--- src/rtl/pedal_pkg.sv ---
// -----------------------------------------------------------------------------
// pedal_pkg
// Shared types and constants for the pedal SPI sample sequencer.
//   seq_state_t : sequencer FSM states
//   DATA_W_DEF  : default sample / SPI frame width
//   SCLK_IDLE / SCLK_ACTIVE : SPI mode-0 clock levels (CPOL=0, sample on rise)
// -----------------------------------------------------------------------------
package pedal_pkg;

    localparam int DATA_W_DEF = 16;

    // Mode 0: clock idles low, data sampled on the rising edge and
    // shifted on the falling edge.
    localparam logic SCLK_IDLE   = 1'b0;
    localparam logic SCLK_ACTIVE = 1'b1;

    typedef enum logic [2:0] {
        ST_IDLE,
        ST_ADC_XFER,
        ST_PRESENT,
        ST_WAIT_PROC,
        ST_DAC_XFER
    } seq_state_t;

endpackage

--- src/rtl/spi_frame_engine.sv ---
// -----------------------------------------------------------------------------
// spi_frame_engine
// Runs one mode-0, MSB-first SPI frame per start pulse on the shared bus.
// Frame = SETUP half, DATA_W (HIGH,LOW) half pairs, HOLD half; each half is
// SCLK_DIV cycles, so the chip select is low for (2*DATA_W+2)*SCLK_DIV cycles.
// Ports:
//   clk_i, rst_n_i      clock, async active-low reset
//   start_i             begin a frame (ignored while a frame is active)
//   sel_dac_i           0: ADC frame (mosi held 0), 1: DAC frame (miso ignored)
//   tx_i                word shifted out on a DAC frame
//   miso_i / mosi_o     SPI data
//   sclk_o              SPI clock
//   adc_cs_n_o, dac_cs_n_o chip selects
//   rx_o                word shifted in on the last ADC frame
//   done_o              one-cycle pulse in the last cycle of the frame
// -----------------------------------------------------------------------------
module spi_frame_engine
    import pedal_pkg::*;
#(
    parameter int DATA_W   = DATA_W_DEF,
    parameter int SCLK_DIV = 4
) (
    input  logic              clk_i,
    input  logic              rst_n_i,
    input  logic              start_i,
    input  logic              sel_dac_i,
    input  logic [DATA_W-1:0] tx_i,
    input  logic              miso_i,
    output logic              mosi_o,
    output logic              sclk_o,
    output logic              adc_cs_n_o,
    output logic              dac_cs_n_o,
    output logic [DATA_W-1:0] rx_o,
    output logic              done_o
);

    localparam int HALVES = 2 * DATA_W + 2;
    localparam int DIV_W  = $clog2(SCLK_DIV + 1);
    localparam int HALF_W = $clog2(HALVES);
    localparam logic [DIV_W-1:0]  DIV_LAST  = DIV_W'(SCLK_DIV - 1);
    localparam logic [HALF_W-1:0] HALF_LAST = HALF_W'(HALVES - 1);

    logic              active_q;
    logic              sel_dac_q;
    logic [DIV_W-1:0]  div_q;
    logic [HALF_W-1:0] half_q;
    logic [HALF_W-1:0] half_nxt;
    logic [DATA_W-1:0] tx_sh_q;
    logic [DATA_W-1:0] rx_q;
    logic              sclk_q;
    logic              mosi_q;
    logic              adc_cs_n_q;
    logic              dac_cs_n_q;
    logic              half_end;

    assign half_end = active_q && (div_q == DIV_LAST);
    assign half_nxt = half_q + 1'b1;
    assign done_o   = half_end && (half_q == HALF_LAST);

    assign mosi_o     = mosi_q;
    assign sclk_o     = sclk_q;
    assign adc_cs_n_o = adc_cs_n_q;
    assign dac_cs_n_o = dac_cs_n_q;
    assign rx_o       = rx_q;

    // Half index 0 is SETUP, odd indices are sclk HIGH phases, even indices
    // (>=2) are LOW phases, and the final (odd) index is HOLD, which must
    // not raise sclk.
    always_ff @(posedge clk_i or negedge rst_n_i) begin
        if (!rst_n_i) begin
            active_q   <= 1'b0;
            sel_dac_q  <= 1'b0;
            div_q      <= '0;
            half_q     <= '0;
            tx_sh_q    <= '0;
            rx_q       <= '0;
            sclk_q     <= SCLK_IDLE;
            mosi_q     <= 1'b0;
            adc_cs_n_q <= 1'b1;
            dac_cs_n_q <= 1'b1;
        end else if (!active_q) begin
            if (start_i) begin
                active_q   <= 1'b1;
                sel_dac_q  <= sel_dac_i;
                div_q      <= '0;
                half_q     <= '0;
                tx_sh_q    <= tx_i;
                adc_cs_n_q <= sel_dac_i;
                dac_cs_n_q <= !sel_dac_i;
                mosi_q     <= sel_dac_i & tx_i[DATA_W-1];
            end
        end else if (!half_end) begin
            div_q <= div_q + 1'b1;
        end else if (half_q == HALF_LAST) begin
            active_q   <= 1'b0;
            adc_cs_n_q <= 1'b1;
            dac_cs_n_q <= 1'b1;
            sclk_q     <= SCLK_IDLE;
            mosi_q     <= 1'b0;
        end else begin
            div_q  <= '0;
            half_q <= half_nxt;
            if (half_nxt[0] && (half_nxt != HALF_LAST)) begin
                sclk_q <= SCLK_ACTIVE;
                rx_q   <= {rx_q[DATA_W-2:0], miso_i & !sel_dac_q};
            end else begin
                sclk_q <= SCLK_IDLE;
                if (!half_nxt[0]) begin
                    tx_sh_q <= tx_sh_q << 1;
                    mosi_q  <= sel_dac_q & tx_sh_q[DATA_W-2];
                end
            end
        end
    end

endmodule

--- src/rtl/spi_sample_sequencer.sv ---
// -----------------------------------------------------------------------------
// spi_sample_sequencer
// Once per sample period: read the ADC over SPI, hand the sample to the DSP
// (adc_valid_o/adc_ready_i), take the processed sample back
// (dac_valid_i/dac_ready_o) and write it to the DAC over the same SPI bus.
// Ports:
//   wb_clk_i, wb_rst_n_i        clock, async active-low reset
//   enable_i                    run sequencing
//   clr_status_i                clear sticky flags (a same-cycle set wins)
//   miso_i/mosi_o/sclk_o        shared SPI bus
//   adc_cs_n_o, dac_cs_n_o      chip selects
//   adc_data_o, adc_valid_o, adc_ready_i   sample to DSP
//   dac_data_i, dac_valid_i, dac_ready_o   processed sample from DSP
//   busy_o                      FSM not idle
//   overrun_o, timeout_o        sticky status flags
//   irq_o                       one-cycle pulse per overrun/timeout event
// -----------------------------------------------------------------------------
module spi_sample_sequencer
    import pedal_pkg::*;
#(
    parameter int DATA_W       = DATA_W_DEF,
    parameter int SCLK_DIV     = 4,
    parameter int SAMPLE_DIV   = 1042,
    parameter int PROC_TIMEOUT = 512
) (
    input  logic              wb_clk_i,
    input  logic              wb_rst_n_i,
    input  logic              enable_i,
    input  logic              clr_status_i,
    input  logic              miso_i,
    output logic              mosi_o,
    output logic              sclk_o,
    output logic              adc_cs_n_o,
    output logic              dac_cs_n_o,
    output logic [DATA_W-1:0] adc_data_o,
    output logic              adc_valid_o,
    input  logic              adc_ready_i,
    input  logic [DATA_W-1:0] dac_data_i,
    input  logic              dac_valid_i,
    output logic              dac_ready_o,
    output logic              busy_o,
    output logic              overrun_o,
    output logic              timeout_o,
    output logic              irq_o
);

    localparam int TICK_W = $clog2(SAMPLE_DIV + 1);
    localparam int TO_W   = $clog2(PROC_TIMEOUT + 1);
    localparam logic [TICK_W-1:0] TICK_LAST = TICK_W'(SAMPLE_DIV - 1);
    localparam logic [TO_W-1:0]   TO_LAST   = TO_W'(PROC_TIMEOUT - 1);

    seq_state_t        state_q, state_d;
    logic [TICK_W-1:0] tick_cnt_q;
    logic [TO_W-1:0]   to_cnt_q;
    logic [DATA_W-1:0] adc_data_q;
    logic [DATA_W-1:0] last_dac_q;
    logic              overrun_q, timeout_q, irq_q;

    logic              tick;
    logic              to_hit;
    logic              ovr_evt;
    logic              to_evt;
    logic              fe_start;
    logic              fe_sel_dac;
    logic [DATA_W-1:0] fe_tx;
    logic [DATA_W-1:0] fe_rx;
    logic              fe_done;
    logic              load_adc;
    logic              load_dac;
    logic              in_present;
    logic              in_wait;

    assign in_present = (state_q == ST_PRESENT);
    assign in_wait    = (state_q == ST_WAIT_PROC);

    assign tick    = enable_i && (tick_cnt_q == TICK_LAST);
    assign to_hit  = (to_cnt_q == TO_LAST);
    assign ovr_evt = tick && (state_q != ST_IDLE);

    assign adc_data_o  = adc_data_q;
    assign adc_valid_o = in_present;
    assign dac_ready_o = in_wait;
    assign busy_o      = (state_q != ST_IDLE);
    assign overrun_o   = overrun_q;
    assign timeout_o   = timeout_q;
    assign irq_o       = irq_q;

    spi_frame_engine #(
        .DATA_W   (DATA_W),
        .SCLK_DIV (SCLK_DIV)
    ) u_fe (
        .clk_i      (wb_clk_i),
        .rst_n_i    (wb_rst_n_i),
        .start_i    (fe_start),
        .sel_dac_i  (fe_sel_dac),
        .tx_i       (fe_tx),
        .miso_i     (miso_i),
        .mosi_o     (mosi_o),
        .sclk_o     (sclk_o),
        .adc_cs_n_o (adc_cs_n_o),
        .dac_cs_n_o (dac_cs_n_o),
        .rx_o       (fe_rx),
        .done_o     (fe_done)
    );

    // Disable takes priority over both handshakes; a handshake takes
    // priority over a timeout landing in the same cycle.
    always_comb begin
        state_d    = state_q;
        fe_start   = 1'b0;
        fe_sel_dac = 1'b0;
        fe_tx      = '0;
        load_adc   = 1'b0;
        load_dac   = 1'b0;
        to_evt     = 1'b0;
        case (state_q)
            ST_IDLE: begin
                if (tick) begin
                    state_d  = ST_ADC_XFER;
                    fe_start = 1'b1;
                end
            end
            ST_ADC_XFER: begin
                if (fe_done) begin
                    if (enable_i) begin
                        state_d  = ST_PRESENT;
                        load_adc = 1'b1;
                    end else begin
                        state_d = ST_IDLE;
                    end
                end
            end
            ST_PRESENT: begin
                if (!enable_i) begin
                    state_d = ST_IDLE;
                end else if (adc_ready_i) begin
                    state_d = ST_WAIT_PROC;
                end else if (to_hit) begin
                    state_d    = ST_DAC_XFER;
                    to_evt     = 1'b1;
                    fe_start   = 1'b1;
                    fe_sel_dac = 1'b1;
                    fe_tx      = last_dac_q;
                end
            end
            ST_WAIT_PROC: begin
                if (!enable_i) begin
                    state_d = ST_IDLE;
                end else if (dac_valid_i) begin
                    state_d    = ST_DAC_XFER;
                    load_dac   = 1'b1;
                    fe_start   = 1'b1;
                    fe_sel_dac = 1'b1;
                    fe_tx      = dac_data_i;
                end else if (to_hit) begin
                    state_d    = ST_DAC_XFER;
                    to_evt     = 1'b1;
                    fe_start   = 1'b1;
                    fe_sel_dac = 1'b1;
                    fe_tx      = last_dac_q;
                end
            end
            ST_DAC_XFER: begin
                if (fe_done) state_d = ST_IDLE;
            end
            default: state_d = ST_IDLE;
        endcase
    end

    always_ff @(posedge wb_clk_i or negedge wb_rst_n_i) begin
        if (!wb_rst_n_i) begin
            state_q    <= ST_IDLE;
            tick_cnt_q <= '0;
            to_cnt_q   <= '0;
            adc_data_q <= '0;
            last_dac_q <= '0;
            overrun_q  <= 1'b0;
            timeout_q  <= 1'b0;
            irq_q      <= 1'b0;
        end else begin
            state_q <= state_d;

            if (!enable_i || tick) tick_cnt_q <= '0;
            else                   tick_cnt_q <= tick_cnt_q + 1'b1;

            // Counts cycles spent in PRESENT + WAIT_PROC; restarts at PRESENT entry.
            if (in_present || in_wait) to_cnt_q <= to_cnt_q + 1'b1;
            else                       to_cnt_q <= '0;

            if (load_adc) adc_data_q <= fe_rx;
            if (load_dac) last_dac_q <= dac_data_i;

            if (ovr_evt)           overrun_q <= 1'b1;
            else if (clr_status_i) overrun_q <= 1'b0;

            if (to_evt)            timeout_q <= 1'b1;
            else if (clr_status_i) timeout_q <= 1'b0;

            irq_q <= ovr_evt | to_evt;
        end
    end

endmodule

--- config.mk ---
export PLATFORM = sky130hd
export DESIGN_NAME = spi_sample_sequencer
export DESIGN_NICKNAME = d
export VERILOG_FILES = /design/src/rtl/pedal_pkg.sv /design/src/rtl/spi_frame_engine.sv /design/src/rtl/spi_sample_sequencer.sv
export SDC_FILE = /design/constraint.sdc
export NUM_CORES = 1
export LEC_CHECK = 0
export ABC_AREA = 1
export CAP_MARGIN = 20
export CORE_MARGIN = 4
export CORE_UTILIZATION = 25
export CTS_CLUSTER_DIAMETER = 80
export DETAILED_ROUTE_END_ITERATION = 16
export PLACE_DENSITY = 0.51
export SLEW_MARGIN = 15
export SYNTH_ARGS = -nofsm -noshare
export SYNTH_HDL_FRONTEND = slang
export SYNTH_SLANG_ARGS = --single-unit
--- constraint.sdc ---
create_clock -name wb_clk_i -period 4.8 [get_ports wb_clk_i]
set_input_delay 1.44 -clock wb_clk_i [delete_from_list [all_inputs] [get_ports wb_clk_i]]
set_output_delay 1.44 -clock wb_clk_i [all_outputs]
set_load 0.01 [all_outputs]
==> flow_metrics.env <==
export IMPL_power_frac_seq=0.514
export IMPL_dp_hpwl_um=7970
export IMPL_combPwrFrac=0.043
export IMPL_critPathRequiredTime_ns=3.36
export IMPL_fillers=2152
export IMPL_grt_met2_usage=0.164
export IMPL_ctsResizeCount=0
export IMPL_syn_nets=668
export IMPL_tightestPinTransition_ns=0.762
export IMPL_ctsHoldBuffers=0
export IMPL_tns_ns=0
export IMPL_regArea_mm2=0.00263
export IMPL_worstPathArrival_ns=1.92
export IMPL_tritoncts="done"
export IMPL_postCtsSetupRepairBufs=0
export IMPL_wl_per_cell_um=12.3
export IMPL_hold_viol_final=0
export IMPL_core_region_area_mm2=0.0202
export IMPL_finalSetupViolCount=0
export IMPL_period_share=0.699
export IMPL_utilization=0.306
export IMPL_dieWidth_um=151
export IMPL_timing_fmax_ghz=0.298
export IMPL_hold_path_class="flip-flop to flip-flop"
export IMPL_first_global_vias=4048
export IMPL_drt_iter0_markers=307
export IMPL_multi_input_area_mm2=0.00218
export IMPL_cap_violations=0
export IMPL_io_buffers=48
export IMPL_antenna_found_initial=0
export IMPL_ir_worst_vdd_mv=0.124
export IMPL_wirelength_um=11700
export IMPL_io_pins=49
export IMPL_die_height_um=151
export IMPL_grtUsageMet3=0.0257
export IMPL_numClockSinks=105
export IMPL_drcViolationCount=0
export IMPL_clockBufferDepth=2
export IMPL_cts_root_buf="clkbuf_16"
export IMPL_yosys_warnings=0
export IMPL_ant_nets=0
export IMPL_syn_area_per_cell_um2=8.04
export IMPL_status="finished clean"
export IMPL_die_area_mm2=0.0229
export IMPL_netlist_instances=638
export IMPL_via_per_inst=4.39
export IMPL_clk_pin_slew_ns=0.07
export IMPL_startpoint_type="flip-flop"
export IMPL_num_vias=4183
export IMPL_relSlewSlack=0.492
export IMPL_end_kind="output port"
export IMPL_drv_slew=0
export IMPL_area_delta_synth_final_pct=20.5
export IMPL_busiest_layer="met2"
export IMPL_yosysSeqAreaShare=0.512
export IMPL_cellLeakagePower_nw=3.01
export IMPL_skew_ns=0.0112
export IMPL_period_minus_slack_ns=3.36
export IMPL_synth_area_mm2=0.00513
export IMPL_netlist_cell_type_count=32
export IMPL_rsz0062_at_grt="no"
export IMPL_numCtsBuffers=9
export IMPL_dr_pass1_iters=4
export IMPL_power_density_mw_per_mm2=285
export IMPL_drive_gt1_frac=0.0777
export IMPL_critPathKind="flip-flop to output port"
export IMPL_grt_max_degree=106
export IMPL_core_rowCount=52
export IMPL_worstPathMaxFanout=7
export IMPL_clk_latency_ns=0.35
export IMPL_grt_pass1_wl_um=19800
export IMPL_swShare=0.217
export IMPL_ys_ff_latch=105
export IMPL_start_util=0.254
export IMPL_met1_usage=0.152
export IMPL_grtUsageTotal=0.108
export IMPL_htreeDepth=3
export IMPL_clockPowerShare=0.443
export IMPL_intPower_mw=1.38
export IMPL_p_sw_uw=382
export IMPL_place_gp_congestion=0.758
export IMPL_nets=708
export IMPL_gr_total_overflow=0
export IMPL_antenna_cells=0
through the flow:
stage	std cells	hold WS (ns)	total power [mW]	setup WS (ns)	instance area, µm²
2_1_floorplan	638	0.433	0.949	2.28	5130
3_3_place_gp	937	0.453	0.999	1.29	5880
3_5_place_dp	937	0.453	1.00	1.21	5880
4_1_cts	952	0.464	1.80	1.44	6180
5_1_grt	952	0.483	1.84	1.20	6180
6_report	952	0.465	1.76	1.44	6180
power groups by stage:
stage / registers [mW] / clock network [mW] / logic, mW
floorplan: 0.920 / 0 / 0.0287
global placement: 0.922 / 0 / 0.0770
detailed placement: 0.922 / 0 / 0.0777
CTS: 0.905 / 0.812 / 0.0781
global route: 0.906 / 0.846 / 0.0874
finish: 0.905 / 0.780 / 0.0750
state kept, by name, indices dropped and copies added, names as in the netlist, 6 cells and up:
signal / flops
last_dac_q: 16
u_fe.rx_o: 16
u_fe.tx_sh_q: 15
tick_cnt_q: 11
to_cnt_q: 10
u_fe.half_q: 6
adc_data_o: 16
final cells by class:
class | count | area share
clock buffers | 9 | 0.0364
clock inverters | 6 | 0.0136
inverters | 58 | 0.0352
multi-input cells | 454 | 0.353
flip-flops and latches | 105 | 0.425
well taps | 270 | 0.0546
repair buffers | 50 | 0.0817
final timing paths:
path	end	cells past startpoint	start	slack (ns)
max in group asynchronous	u_fe.tx_sh_q[11]	2	wb_rst_n_i	3.21
setup / recovery	dac_ready_o	4	state_q[2]	1.44
hold reg to reg	to_cnt_q[9]	1	to_cnt_q[9]	0.47
setup reg to reg	adc_data_o[4]	4	u_fe.active_q	2.34
min in group asynchronous	adc_data_o[2]	2	wb_rst_n_i	1.16
hold / removal	to_cnt_q[9]	1	to_cnt_q[9]	0.47
per-layer routing:
layer	up-vias	routed length (µm)
li1	2136	-
met1	1957	5830
met2	78	5300
met3	12	498
met4	0	121
met5	-	0
worst max-delay path, stage by stage, from the launching register on:
cell,delay (ns)
dfrtp_1,0.41
inv_1,0.08
nand2_1,0.18
nor2_1,0.29
clkdlybuf4s50_1,0.60
layout by cell type, fill, tap and decap left out, types with 2 or more instances in the layout:
cell / synthesis / layout
mux2_2: 16 / 16
nand4_1: 2 / 2
dfrtp_1: 103 / 103
clkinv_2: 0 / 3
nor4_1: 2 / 2
nand2_2: 4 / 4
inv_2: 3 / 3
clkdlybuf4s50_1: 0 / 47
nand3_1: 82 / 82
inv_1: 55 / 55
nor3_1: 7 / 7
nand3_2: 2 / 2
xor2_1: 3 / 3
buf_4: 2 / 2
nor2_2: 6 / 6
o21ai_1: 2 / 2
clkbuf_16: 0 / 9
bufinv_16: 0 / 2
o21ai_0: 34 / 34
nor2_1: 55 / 55
a21oi_1: 32 / 32
dfstp_2: 2 / 2
nand2_1: 191 / 191
ha_1: 7 / 7
cell usage after synthesis:
master / n / area, µm²
ha_1: 7 / 87.6
o21ai_1: 2 / 10.0
a21oi_1: 32 / 160
nor2_1: 55 / 206
xnor2_1: 1 / 8.76
inv_2: 3 / 11.3
inv_1: 55 / 206
buf_1: 1 / 3.75
nand3_1: 82 / 410
dfstp_2: 2 / 52.6
buf_2: 11 / 55.1
nand2_2: 4 / 25.0
a21boi_0: 1 / 7.51
a211oi_1: 1 / 7.51
nand4_1: 2 / 12.5
dfrtp_1: 103 / 2580
nand2_1: 191 / 717
nor4_1: 2 / 12.5
nor3_2: 1 / 10.0
o22ai_1: 1 / 6.26
xor2_1: 3 / 26.3
buf_4: 2 / 15.0
clkbuf_1: 7 / 26.3
nor2_4: 1 / 11.3
nor3b_1: 1 / 7.51
mux2_2: 16 / 180
nor2_2: 6 / 37.5
o21bai_1: 1 / 7.51
nand3_2: 2 / 20.0
o21ai_0: 34 / 170
o21a_1: 1 / 7.51
nor3_1: 7 / 35.0
cells by family after synthesis:
kind of cell / share of synthesized area
AO/OA/AOI/OAI: 0.0734
XOR/XNOR: 0.00683
adder cells (fa/ha/maj): 0.0171
buffers and inverters: 0.0619
flip-flops: 0.512
multiplexers: 0.0351
AND/OR/NAND/NOR: 0.293
Note: power is estimated with default switching activity, not from simulation.
==> RTL edit 1, RTL diff (same settings) <==
Compare `to_cnt_q` against `TO_LAST` with >= in place of ==.
--- a/src/rtl/spi_sample_sequencer.sv
+++ b/src/rtl/spi_sample_sequencer.sv
@@ -74,7 +74,7 @@
     assign in_wait    = (state_q == ST_WAIT_PROC);
 
     assign tick    = enable_i && (tick_cnt_q == TICK_LAST);
-    assign to_hit  = (to_cnt_q == TO_LAST);
+    assign to_hit  = (to_cnt_q >= TO_LAST);
     assign ovr_evt = tick && (state_q != ST_IDLE);
 
     assign adc_data_o  = adc_data_q;
Behaviour: no difference found for any inputs over 10 cycles, from zero or initial values and one cycle with wb_rst_n_i low; that may be too few to reach the edited logic, so the function may still have changed.
==> RTL edit 1 against the unedited design <==
Utilization hardly changed; area after synthesis increased by 1.0%; die area is 0.97% higher; synthesized cell count increased by 3.0%; worst setup slack improved by 89 ps; critical path depth is 1 higher; sequential cell count stayed put; final cell count grew 2.0%; via count down 0.60%; design area rose by 0.42%; routed wire length is 0.54% lower.
Power is not compared: it rests on default switching activity, and its combinational part moved more than twofold at a synthesized area within 25%.
==> RTL edit 1: results <==
INSERT INTO impl_metrics (metric_group, metric, value, unit) VALUES
('outcome', 'outcome', 'finished, final reports clean', ''),
('synthesis', 'syn-num-nets', '687', ''),
('setup_path', 'worstRegToRegCells', '7', ''),
('final_layout', 'clockNetworkAreaShare', '0.0494', ''),
('placement', 'place_inst', '955', ''),
('final_layout', 'n_all_buffers', '53', ''),
('setup_path', 'regToRegSetupSlack', '2410', 'ps'),
('final_layout', 'multi_input_area_share', '0.347', ''),
('final_layout', 'layout.non_clock_inverters', '69', ''),
('route', 'avgRoutedWirePerCell', '12.0', 'um'),
('synthesis', 'synth.mux.area_fraction', '0.0109', ''),
('final_layout', 'nonClkBufAreaFrac', '0.0830', ''),
('setup_path', 'crit_path_start', 'state_q[1]', ''),
('placement', 'detailed_place_hpwl', '8160', 'um'),
('final_layout', 'final_cell_count_no_fill', '971', ''),
('setup_path', 'worstPathMaxFanout', '6', ''),
('final_layout', 'layout.comb_gates.multi_input', '458', ''),
('timing', 'timing.hold.ws', '465', 'ps'),
('placement', 'dpl-instance-area', '5900', 'um2'),
('synthesis', 'post_synth.cell_area_avg', '7.89', 'um2'),
('synthesis', 'netlist-cell-type-count', '34', ''),
('global_routing', 'globalRouteTotalUtil', '0.103', ''),
('synthesis', 'synth_compound_gate_area_share', '0.0948', ''),
('final_layout', 'multi_input_area', '2160', 'um2'),
('setup_path', 'worstPathArrival', '1830', 'ps');
## RTL edit 1: cell count changes after synthesis, sizes merged, moves of 3 or more
cell / unedited run / this run
clkbuf: 7 / 11
inv: 58 / 67
mux2: 16 / 5
nand2: 195 / 213
nand3: 84 / 34
nand4: 2 / 18
nor3: 8 / 11
nor3b: 1 / 5
o211ai: 0 / 3
o21ai: 36 / 58
## RTL edit 1: critical path, stage by stage, from the launching register on
cell and delay, ps:
sky130_fd_sc_hd__dfrtp_1 470, sky130_fd_sc_hd__inv_2 70, sky130_fd_sc_hd__nor2_4 170, sky130_fd_sc_hd__nand2_2 130, sky130_fd_sc_hd__inv_2 90, sky130_fd_sc_hd__clkdlybuf4s50_1 550
## RTL edit 1: metal layers
layer  GRT usage  share of wire  vias to the layer above  routed length (um)
li1            -              -                     2183                   -
met1       0.135           0.48                     1914                5560
met2       0.172           0.48                       53                5590
met3      0.0282          0.035                        8                 412
met4      0.0231          0.010                        0                 119
met5           0              0                        -                   0
==> RTL edit 2, RTL diff (same settings) <==
Without the edit above. `SCLK_DIV` is set to 4 in 2 places; all go to 8.
--- a/src/rtl/spi_frame_engine.sv
+++ b/src/rtl/spi_frame_engine.sv
@@ -18,7 +18,7 @@
     import pedal_pkg::*;
 #(
     parameter int DATA_W   = DATA_W_DEF,
-    parameter int SCLK_DIV = 4
+    parameter int SCLK_DIV = 8
 ) (
     input  logic              clk_i,
     input  logic              rst_n_i,
--- a/src/rtl/spi_sample_sequencer.sv
+++ b/src/rtl/spi_sample_sequencer.sv
@@ -19,7 +19,7 @@
     import pedal_pkg::*;
 #(
     parameter int DATA_W       = DATA_W_DEF,
-    parameter int SCLK_DIV     = 4,
+    parameter int SCLK_DIV     = 8,
     parameter int SAMPLE_DIV   = 1042,
     parameter int PROC_TIMEOUT = 512
 ) (
Check against the original RTL: no difference found for any inputs over 10 cycles, from zero or initial values and one cycle with wb_rst_n_i low; that may be too few to reach the edited logic, so the function may still have changed.
==> RTL edit 2 against the unedited design <==
Combinational power shrank 18%; area after synthesis grew 4.1%; sequential power shrank 1%; non-clock buffer count grew 2; sequential cell count grew 1; power grew 3.3%; design area grew 4.0%; worst setup slack gained 150 ps; routed wire length grew 5.5%.
==> RTL edit 2: results <==
INSERT INTO impl_metrics (metric_group, metric, value, unit) VALUES
('placement', 'pre_cts_slack', '1350', 'ps'),
('final_layout', 'post_route_cells_drive_above_1_share', '0.0667', ''),
('power', 'static-leakage-power', '3.11', 'nW'),
('worst_hold_path', 'worst_hold_path.endpoint', 'u_fe.rx_o[15]', ''),
('placement', 'detailed_place_hpwl', '8640', 'um'),
('synthesis', 'syn-num-nets', '718', ''),
('power', 'cellInternalPower', '1.43', 'mW'),
('setup_path', 'worstPathArrival', '1770', 'ps'),
('outcome', 'outcome', 'finished, final reports clean', ''),
('synthesis', 'synth.yosys.seq_area_share', '0.497', ''),
('setup_path', 'worstReg2RegEnd', 'u_fe.rx_o[12]', ''),
('global_routing', 'first_global_vias', '4346', ''),
('global_routing', 'grt_first_pass_wirelength', '21500', 'um'),
('route', 'via_density_per_instance', '4.33', ''),
('timing', 'transition_time_at_the_pin_with_the_least_slew_margin', '763', 'ps'),
('synthesis', 'post_synth.cell_area_avg', '7.76', 'um2'),
('synthesis', 'synth.mux.area_fraction', '0.0105', ''),
('final_layout', 'num-nets-final', '761', ''),
('route', 'vias', '4372', ''),
('timing', 'timing.clock.skew', '9.21', 'ps');
## RTL edit 2: worst max-delay path, cell delays in order (launching register included)
cell and delay [ps]:
sky130_fd_sc_hd__dfrtp_1 460, sky130_fd_sc_hd__inv_1 80, sky130_fd_sc_hd__nand2_1 70, sky130_fd_sc_hd__nor2_1 220, sky130_fd_sc_hd__inv_1 100, sky130_fd_sc_hd__clkdlybuf4s50_1 480
## RTL edit 2: cells by family (layout without fill, tap and decap cells)
group,after synthesis,after routing
mux,5,5
xor+xnor,5,5
buf+inv,96,143
flops,106,106
compound gates,82,82
simple gates,387,387
fa+ha+maj,7,7
## RTL edit 2: cell type report
class / instances / area (um2)
clock buffer: 9 / 225
sequential: 106 / 2660
multi-input combinational: 486 / 2290
fill: 2235 / 14600
clock inverter: 6 / 115
tap: 275 / 344
timing repair buffer: 52 / 520
inverter: 76 / 288
## RTL edit 2: worst max path at each step
stage | from | to | slack, ps | cells past startpoint
2_1_floorplan | adc_ready_i | u_fe.tx_sh_q[10] | 2310 | 9
3_3_place_gp | dac_valid_i | u_fe.tx_sh_q[14] | 1410 | 9
3_5_place_dp | dac_valid_i | u_fe.tx_sh_q[11] | 1350 | 9
4_1_cts | state_q[0] | busy_o | 1580 | 5
5_1_grt | state_q[0] | busy_o | 1430 | 5
6_report | state_q[1] | busy_o | 1590 | 5
## RTL edit 2: power by group through the flow
stage / clock network [mW] / logic (mW) / registers, mW
after CTS: 0.884 / 0.0641 / 0.896
after floorplan: 0 / 0.0181 / 0.914
after detailed placement: 0 / 0.0639 / 0.914
after global routing: 0.917 / 0.0713 / 0.896
after global placement: 0 / 0.0643 / 0.914
final: 0.860 / 0.0617 / 0.896
## RTL edit 2: layer usage
layer | up-vias | wire [um] | track usage
met1 | 2034 | 6000 | 0.145
li1 | 2258 | - | -
met2 | 65 | 5760 | 0.180
met4 | 0 | 213 | 0.0399
met5 | - | 0 | 0
met3 | 15 | 424 | 0.0201
